<file path="config.mk">
export PLATFORM = sky130hd
export DESIGN_NAME = segasys1_vramarb
export DESIGN_NICKNAME = d
export VERILOG_FILES = /design/src/rtl/segasys1_vramarb.sv
export SDC_FILE = /design/constraint.sdc
export NUM_CORES = 1
export LEC_CHECK = 0
export ABC_AREA = 1
export BUFFER_PORTS_ARGS = -buffer_cell sky130_fd_sc_hd__buf_2
export CAP_MARGIN = 20
export CORE_MARGIN = 4
export CORE_UTILIZATION = 46
export CTS_CLUSTER_SIZE = 10
export DETAILED_ROUTE_END_ITERATION = 16
export MAX_ROUTING_LAYER = met4
export PLACE_DENSITY = 0.8
export SYNTH_ARGS = -nofsm -noshare
export SYNTH_HDL_FRONTEND = slang
export SYNTH_SLANG_ARGS = --single-unit
</file>
<file path="constraint.sdc">
create_clock -name CLK48M -period 1.3 [get_ports CLK48M]
set_input_delay 0.13 -clock CLK48M [delete_from_list [all_inputs] [get_ports CLK48M]]
set_output_delay 0.13 -clock CLK48M [all_outputs]
set_load 0.02 [all_outputs]
</file>
<file path="src/rtl/segasys1_vramarb.sv">
// rtl/segasys1_vramarb.sv - shares one synchronous video RAM between BG, SP and the main CPU
module segasys1_vramarb #(
    parameter int AW          = 12,
    parameter int CPU_MAXWAIT = 6
) (
    input  logic          CLK48M,
    input  logic          RESETn,
    input  logic          BG_REQ,
    input  logic [AW-1:0] BG_AD,
    output logic          BG_GNT,
    output logic          BG_ACK,
    input  logic          SP_REQ,
    input  logic [AW-1:0] SP_AD,
    output logic          SP_GNT,
    output logic          SP_ACK,
    output logic [7:0]    RDATA,
    input  logic          CPU_CS,
    input  logic          CPU_WR,
    input  logic [AW-1:0] CPU_AD,
    input  logic [7:0]    CPU_DO,
    output logic [7:0]    CPU_DI,
    output logic          CPU_RDY,
    output logic [AW-1:0] RAM_AD,
    output logic          RAM_WE,
    output logic [7:0]    RAM_DO,
    input  logic [7:0]    RAM_DI
);

    localparam int CW = (CPU_MAXWAIT < 1) ? 1 : $clog2(CPU_MAXWAIT + 1);
    localparam logic [CW-1:0] CNT_MAX = CW'(CPU_MAXWAIT);

    typedef enum logic [1:0] {C_IDLE, C_PEND, C_DONE} cpu_state_t;
    typedef enum logic [2:0] {T_NONE, T_BG, T_SP, T_CPUR, T_CPUW} tag_t;

    cpu_state_t    state, state_n;
    tag_t          s1_tag, s2_tag, s1_tag_n;
    logic [CW-1:0] cnt, cnt_n;
    logic [AW-1:0] tup_ad;
    logic          tup_wr;
    logic          cpu_req, tuple_chg;
    logic          gnt_bg, gnt_sp, gnt_cpu;
    logic [AW-1:0] iss_ad;
    logic          rdy_n;

    always_ff @(posedge CLK48M or negedge RESETn) begin
        if (!RESETn) begin
            state <= C_IDLE;
        end else begin
            state <= state_n;
        end
    end

    always_comb begin
        // A CPU read stays in C_PEND while in flight; it must not be re-issued meanwhile.
        cpu_req   = (state == C_PEND) && CPU_CS && (s1_tag != T_CPUR) && (s2_tag != T_CPUR);
        tuple_chg = ({CPU_AD, CPU_WR} != {tup_ad, tup_wr});

        gnt_bg  = 1'b0;
        gnt_sp  = 1'b0;
        gnt_cpu = 1'b0;
        if (cpu_req && (cnt == CNT_MAX)) begin
            gnt_cpu = 1'b1;
        end else if (BG_REQ) begin
            gnt_bg = 1'b1;
        end else if (SP_REQ) begin
            gnt_sp = 1'b1;
        end else if (cpu_req) begin
            gnt_cpu = 1'b1;
        end

        iss_ad   = gnt_bg ? BG_AD : (gnt_sp ? SP_AD : CPU_AD);
        s1_tag_n = T_NONE;
        if (gnt_bg) begin
            s1_tag_n = T_BG;
        end else if (gnt_sp) begin
            s1_tag_n = T_SP;
        end else if (gnt_cpu) begin
            s1_tag_n = CPU_WR ? T_CPUW : T_CPUR;
        end

        state_n = state;
        if (!CPU_CS) begin
            state_n = C_IDLE;
        end else begin
            case (state)
                C_IDLE: state_n = C_PEND;
                C_PEND: begin
                    if (gnt_cpu && CPU_WR) begin
                        state_n = C_DONE;
                    end else if ((s2_tag == T_CPUR) && !tuple_chg) begin
                        state_n = C_DONE;
                    end
                end
                C_DONE: if (tuple_chg) state_n = C_PEND;
                default: state_n = C_IDLE;
            endcase
        end

        cnt_n = cnt;
        if ((state_n != C_PEND) || gnt_cpu) begin
            cnt_n = '0;
        end else if (cpu_req && (cnt != CNT_MAX)) begin
            cnt_n = cnt + 1'b1;
        end

        // Write completes once the RAM has sampled it; read completes when data lands.
        rdy_n = CPU_RDY;
        if (state_n != C_DONE) begin
            rdy_n = 1'b0;
        end else if ((s1_tag == T_CPUW) || (s2_tag == T_CPUR)) begin
            rdy_n = 1'b1;
        end
    end

    always_ff @(posedge CLK48M or negedge RESETn) begin
        if (!RESETn) begin
            s1_tag  <= T_NONE;
            s2_tag  <= T_NONE;
            cnt     <= '0;
            tup_ad  <= '0;
            tup_wr  <= 1'b0;
            RAM_AD  <= '0;
            RAM_WE  <= 1'b0;
            RAM_DO  <= 8'h00;
            BG_GNT  <= 1'b0;
            SP_GNT  <= 1'b0;
            BG_ACK  <= 1'b0;
            SP_ACK  <= 1'b0;
            RDATA   <= 8'h00;
            CPU_DI  <= 8'hFF;
            CPU_RDY <= 1'b0;
        end else begin
            s1_tag  <= s1_tag_n;
            s2_tag  <= s1_tag;
            cnt     <= cnt_n;
            CPU_RDY <= rdy_n;
            BG_GNT  <= gnt_bg;
            SP_GNT  <= gnt_sp;
            RAM_WE  <= gnt_cpu && CPU_WR;
            if (gnt_bg || gnt_sp || gnt_cpu) begin
                RAM_AD <= iss_ad;
            end
            if (gnt_cpu) begin
                tup_ad <= CPU_AD;
                tup_wr <= CPU_WR;
                if (CPU_WR) begin
                    RAM_DO <= CPU_DO;
                end
            end
            BG_ACK <= (s2_tag == T_BG);
            SP_ACK <= (s2_tag == T_SP);
            if ((s2_tag == T_BG) || (s2_tag == T_SP)) begin
                RDATA <= RAM_DI;
            end
            if (s2_tag == T_CPUR) begin
                CPU_DI <= RAM_DI;
            end
        end
    end

endmodule

</file>
Word level (Yosys, flattened, before mapping)
Index checks and enable logic that the tools add are counted.
{"block": "totals", "input_bits": 58, "output_inout_bits": 42, "elab_cells": 71, "register_bits": 66}
{"block": "classes", "mux": 24, "addsub": 1, "n_eq_ne": 13, "n_reduce_logical": 17}
{"operator": "$mux W12", "count": 2}
{"operator": "$mux W3", "count": 6}
{"operator": "$ne A13 B13 Y1", "count": 1}
{"operator": "$mux W1", "count": 11}
{"operator": "$mux W2", "count": 4}
{"operator": "$logic_and A1 B1 Y1", "count": 7}
{"operator": "$eq A3 B2 Y1 const B", "count": 2}
{"operator": "$eq A3 B3 Y1 const B", "count": 2}
{"operator": "$ne A3 B2 Y1 const B", "count": 2}
{"operator": "$pmux W2 S3", "count": 1}
{"operator": "$logic_or A1 B1 Y1", "count": 5}
{"operator": "$reduce_bool A2 Y1", "count": 2}
{"operator": "$add A3 B1 Y3 const B", "count": 1}
{"operator": "$eq A3 B1 Y1 const B", "count": 1}
{"operator": "$ne A3 B3 Y1 const B", "count": 1}
{"operator": "$eq A2 B1 Y1 const B", "count": 1}
{"operator": "$eq A2 B2 Y1 const B", "count": 1}
{"operator": "$logic_not A2 Y1", "count": 1}
{"operator": "$ne A2 B1 Y1 const B", "count": 1}
{"operator": "$ne A2 B2 Y1 const B", "count": 1}
{"operator": "$reduce_and A2 Y1", "count": 1}
{"operator": "$logic_not A1 Y1", "count": 1}

Logic depth before layout (Yosys ltp)
{"block": "depth", "depth_word": 15, "depth_mapped": 13, "mapped_depth_nobuf": 12}

Least setup slack after synthesis
OpenSTA, ideal clock, no wires.
{"block": "synth_timing", "path_type": "register to register", "start": "register state[1]", "end": "register RAM_AD[10]", "n_path_buf": 1, "setup_ps": 117, "required_ps": 1183, "path_stages_with_launch": 14, "arrival_ps": 1299, "setup_slack_ps": -116, "period_less_slack_ps": 1416, "path_cell_list": "dfrtp_1 inv_1 nand3_2 nor2_4 nand2_4 inv_4 nand2_4 nand2_4 inv_4 buf_8 nand2_2 nand3_1 nand3_1 nand2_1"}
{"block": "synth_between", "elab_cells_between_ends": 15, "cone_classes": "1 x eq/ne; 8 x mux; 6 x reduce/logical"}
{"item": "start, declared", "line": "35", "source": "cpu_state_t state, state_n;"}
{"item": "start signal, assigned", "line": "49", "source": "state <= state_n;"}
{"item": "$eq A2 B1 Y1 *", "line": "55", "source": "cpu_req = (state == C_PEND) && CPU_CS && (s1_tag != T_CPUR) && (s2_tag != T_CPUR);"}
{"item": "$logic_and A1 B1 Y1 * (3 in a row)", "line": "55"}
{"item": "$logic_and A1 B1 Y1 *", "line": "61", "source": "if (cpu_req && (cnt == CNT_MAX)) begin"}
{"item": "$mux W1 *", "line": "61"}
{"item": "named net gnt_sp", "line": "41", "source": "logic gnt_bg, gnt_sp, gnt_cpu;"}
{"item": "$mux W12 / $logic_or A1 B1 Y1 (equally long branches) (2 in a row)", "line": "71, 140"}
{"item": "end signal, assigned", "line": "141", "source": "RAM_AD <= iss_ad;"}
{"item": "end, declared", "line": "23", "source": "output logic [AW-1:0] RAM_AD,"}
The timed path passes the listed nets; every way through them passes the cells marked *.
A chain may end at the register's enable or synchronous reset.

Worst setup path in the final report
{"block": "layout_timing", "start": "register tup_ad[1]", "end": "register cnt[2]"}
{"block": "layout_between", "elab_chain_cells": 10, "elab_cells_between_ends": 12, "cone_classes": "2 x eq/ne; 6 x mux; 4 x reduce/logical"}
{"item": "start, declared", "line": "38", "source": "logic [AW-1:0] tup_ad;"}
{"item": "start signal, assigned", "line": "120", "source": "tup_ad <= '0;"}
{"item": "start signal, assigned", "line": "144", "source": "tup_ad <= CPU_AD;"}
{"item": "$ne A13 B13 Y1 *", "line": "56", "source": "tuple_chg = ({CPU_AD, CPU_WR} != {tup_ad, tup_wr});"}
{"item": "$logic_not A1 Y1", "line": "90", "source": "end else if ((s2_tag == T_CPUR) && !tuple_chg) begin"}
{"item": "$logic_and A1 B1 Y1", "line": "90"}
{"item": "$mux W2", "line": "90"}
{"item": "$mux W2", "line": "88", "source": "if (gnt_cpu && CPU_WR) begin"}
{"item": "$pmux W2 S3 *", "line": "85", "source": "case (state)"}
{"item": "$mux W2 *", "line": "82", "source": "if (!CPU_CS) begin"}
{"item": "$ne A2 B1 Y1 *", "line": "100", "source": "if ((state_n != C_PEND) || gnt_cpu) begin"}
{"item": "$logic_or A1 B1 Y1 *", "line": "100"}
{"item": "$mux W3 / $reduce_bool A2 Y1 (equally long branches)"}
{"item": "end signal, assigned", "line": "135", "source": "cnt <= cnt_n;"}
{"item": "end, declared", "line": "37", "source": "logic [CW-1:0] cnt, cnt_n;"}
Mark *: on every way between the ends. The rest lies on a longest branch, timed or not.

==> qor.csv <==
stage,metric,value,unit
status,status,"finished, violations left",
status,failing checks,setup timing,
logic_synthesis,synthesized area,0.00313,mm2
floorplanning,die width,90.5,um
route,Detailed Routing Iterations Pass 1,5,
finish,area grow syn2layout,50.0,%
finish,NumNets Final,588,
min_path,Hold Path Origin,RAM_DI[3],
logic_synthesis,largest area contributor in the netlist,dfrtp_1,
floorplanning,die area,0.00819,mm2
global_routing,initial antenna violation count,0,
clock_network,clk buf depth,2,
route,vias,3148,
clock_network,later-pin clock latency in the skew report,0.34,ns
placed_design,RePlAce Congestion,0.745,
sta,# setup viols final,51,
global_routing,GRT Util Overall,21.3,%
global_routing,vias in the first global route,2987,
clock_network,total CTS buffers,9,
finish,"Cell Count, Final, Fillers Out",610,
logic_synthesis,post-synth top area share,46.4,%
clock_network,clk slew on worst S/H paths,0.08,ns
setup_path,CP startpoint,tup_ad[1]$_DFFE_PN0N_,
placed_design,pre-CTS WS,-0.298,ns
power,Peak VDD IR,0.839,mV
min_path,Hold EP,CPU_DI[3]$_DFFE_PN1P_,
sta,number of max-slew violations in the final report,0,
min_path,WHS Path Cells,3,
finish,Final Instance Area,0.00469,mm2
route,vias per cell,5.16,
setup_path,reg2reg setup slack,-0.29,ns
sta,Setup TNS,-8.99,ns
clock_network,clk sinks,66,
setup_path,Worst Setup Start Kind,register,
global_routing,gr ovfl total,0,
sta,setup ws final,-0.291,ns
logic_synthesis,number of distinct library cells after synthesis,30,
setup_path,Crit Path Max Fanout,3,
placed_design,# port buffers,99,
sta,"Period Utilization, post-route",122,%
placed_design,DP Area,0.00392,mm2
placed_design,Placed Cells,572,
logic_synthesis,ranking of synthesized cells by area,"dfrtp_1, nand2_1, dfstp_2",
setup_path,worst r2r dst,cnt[2]$_DFFE_PN0P_,
setup_path,element type at the critical path end,register,
route,DRT iter0 DRCs,225,
floorplanning,die height,90.5,um
global_routing,largest net degree at the start of global routing,45,
route,final wirelength,9790,um
finish,# diodes,0,
logic_synthesis,Syn Inst Count,376,
finish,layout cells sized above 1,47.1,%
logic_synthesis,register area share after synthesis,53.1,%
logic_synthesis,top-count cell post-synth,nand2_1,
floorplanning,row count,29,
sta,minimum clock period,1.59,ns
logic_synthesis,YS warnings,0,
logic_synthesis,Synth Register Bits,66,
run,MaxCap Viol Count,0,
clock_network,H-tree lvl count,3,
power,Lkg Pwr,2.50,nW
setup_path,Crit Path Class,register to register,
clock_network,Root Driver,clkbuf_8,
sta,Slew @ Worst Pin,0.410,ns
logic_synthesis,"FFs w/ async S/R, synth",100,%
finish,Layout Utilization,72.3,%
sta,Max Fclk,0.629,GHz
global_routing,M3 GR Usage,5.08,%
route,drc violations,0,
logic_synthesis,Syn Area/Cell,8.32,um2
global_routing,met1 Usage GRT,26.2,%
placed_design,DP Wirelength,5540,um
min_path,Hold WC Path Type,input port to register,
power,Power Dens Cells,1260,mW/mm2
setup_path,depth of the most critical reg-to-reg path,8,
logic_synthesis,most frequent cells after synthesis,"nand2_1, dfrtp_1, inv_1, nand3_1, nor2_1",
power,total power,5.93,mW
floorplanning,core area,0.00649,mm2
logic_synthesis,Post-synth EDFFs,0,
floorplanning,io pins,100,
global_routing,first-pass GRT wire length,13800,um
global_routing,GR Layer Usage met2,35.2,%
logic_synthesis,Syn Nets,436,
finish,Fillers,428,
route,Routed WL per cell,16.1,um
floorplanning,starting density of the core,48.2,%
logic_synthesis,Main synth FF type,dfrtp_1,
finish,register area,0.00166,mm2
sta,relative slew slack,72.6,%
setup_path,Worst R2R Start,tup_ad[1]$_DFFE_PN0N_,
global_routing,GRT Max-Usage Layer,met2,
setup_path,CP required,1.53,ns
sta,worst clock skew,0.00982,ns
sta,RSZ-0062 raised after global routing,yes,
sta,hold_ws,0.0223,ns
finish,Multi-input gate area,0.00156,mm2
clock_network,CTS tree,done,
route,Antenna Nets Post-Route,0,
setup_path,CP arrival,1.82,ns
sta,Fin. Hold Viols,0,
## where the power goes
group / leakage, nW / internal [mW] / switching [mW] / total, mW
Sequential: 0.800 / 2.39 / 0.200 / 2.59
Combinational: 1.60 / 0.620 / 0.904 / 1.52
Clock: 0.0982 / 0.996 / 0.820 / 1.82
Total: 2.50 / 4.01 / 1.92 / 5.93
## cell type report
cell class,count,area share (%)
repair inverters,1,0.160
inverters,44,3.97
clock inverters,5,1.31
multi-input cells,256,33.2
clock buffers,11,3.22
flip-flops and latches,66,35.4
well taps,77,2.05
repair buffers,150,20.7
## placed cells by master, fill, tap and decap left out, types with 3 or more instances in the layout
cell           instances
nand2_8                5
o21ai_0               16
xnor2_1                3
nand2_2               25
dfrtp_1               58
nor2_1                16
mux2_4                 4
nand3_2               17
buf_12                 4
buf_6                  5
nor2_4                 3
nand2_4                8
nand2_1              106
dfstp_2                8
or2_0                  6
clkinvlp_4             5
inv_1                 36
nand3_1               11
nor2_2                 4
a21oi_1                7
buf_2                 99
buf_4                 32
inv_2                  3
clkbuf_8              11
dlygate4sd3_1         10
or2_1                  3
## cells by family after synthesis
| kind of cell | after synthesis | share of synthesized area (%) |
|---|---|---|
| flip-flops | 66 | 53.1 |
| multiplexers | 4 | 1.44 |
| AO/OA/AOI/OAI | 30 | 4.88 |
| XOR/XNOR | 5 | 1.40 |
| AND/OR/NAND/NOR | 213 | 30.5 |
| adder cells (fa/ha/maj) | 2 | 0.800 |
| buffers and inverters | 56 | 7.84 |
## routing by layer
layer  routed length, um  vias to the layer above
li1                    -                     1474
met1                3940                     1489
met2                4980                      159
met3                 674                       26
met4                 200                        0
met5                   0                        -
## registers in the layout, indices dropped and copies added, names as in the netlist, 2 cells and up
| name | count |
|---|---|
| CPU_DI | 8 |
| RAM_AD | 12 |
| RAM_DO | 8 |
| RDATA | 8 |
| cnt | 3 |
| s1_tag | 3 |
| s2_tag | 3 |
| state | 2 |
| tup_ad | 12 |
## what timing repair did
item / CTS / global route
pin swaps: 8 / 33
hold endpoints to repair: 70 / 0
setup buffers: 5 / 3
endpoints found under the setup margin: 52 / 52
hold buffers: 10 / 0
cloned: 3 / 1
resized for setup: 40 / 58
## worst max-delay path by stage
stage	end	slack, ns	cells past startpoint
6_report	cnt[2]$_DFFE_PN0P_	-0.29	8
5_1_grt	cnt[0]$_DFFE_PN0P_	-0.41	10
4_1_cts	RAM_AD[2]$_DFFE_PN0P_	-0.17	12
3_5_place_dp	RAM_DO[2]$_DFFE_PN0P_	-0.30	9
3_3_place_gp	RAM_DO[4]$_DFFE_PN0P_	-0.22	9
2_1_floorplan	RAM_AD[10]$_DFFE_PN0P_	-0.11	10
## critical path: stages, from the launching register on
cell and delay (ns):
dfrtp_1 0.41, xnor2_1 0.24, nand2_1 0.12, nor2_2 0.21
nand3_1 0.12, nand2_1 0.10, inv_1 0.10, nand3_4 0.12
nor2_1 0.06
Power figures use the tool's default switching activity.
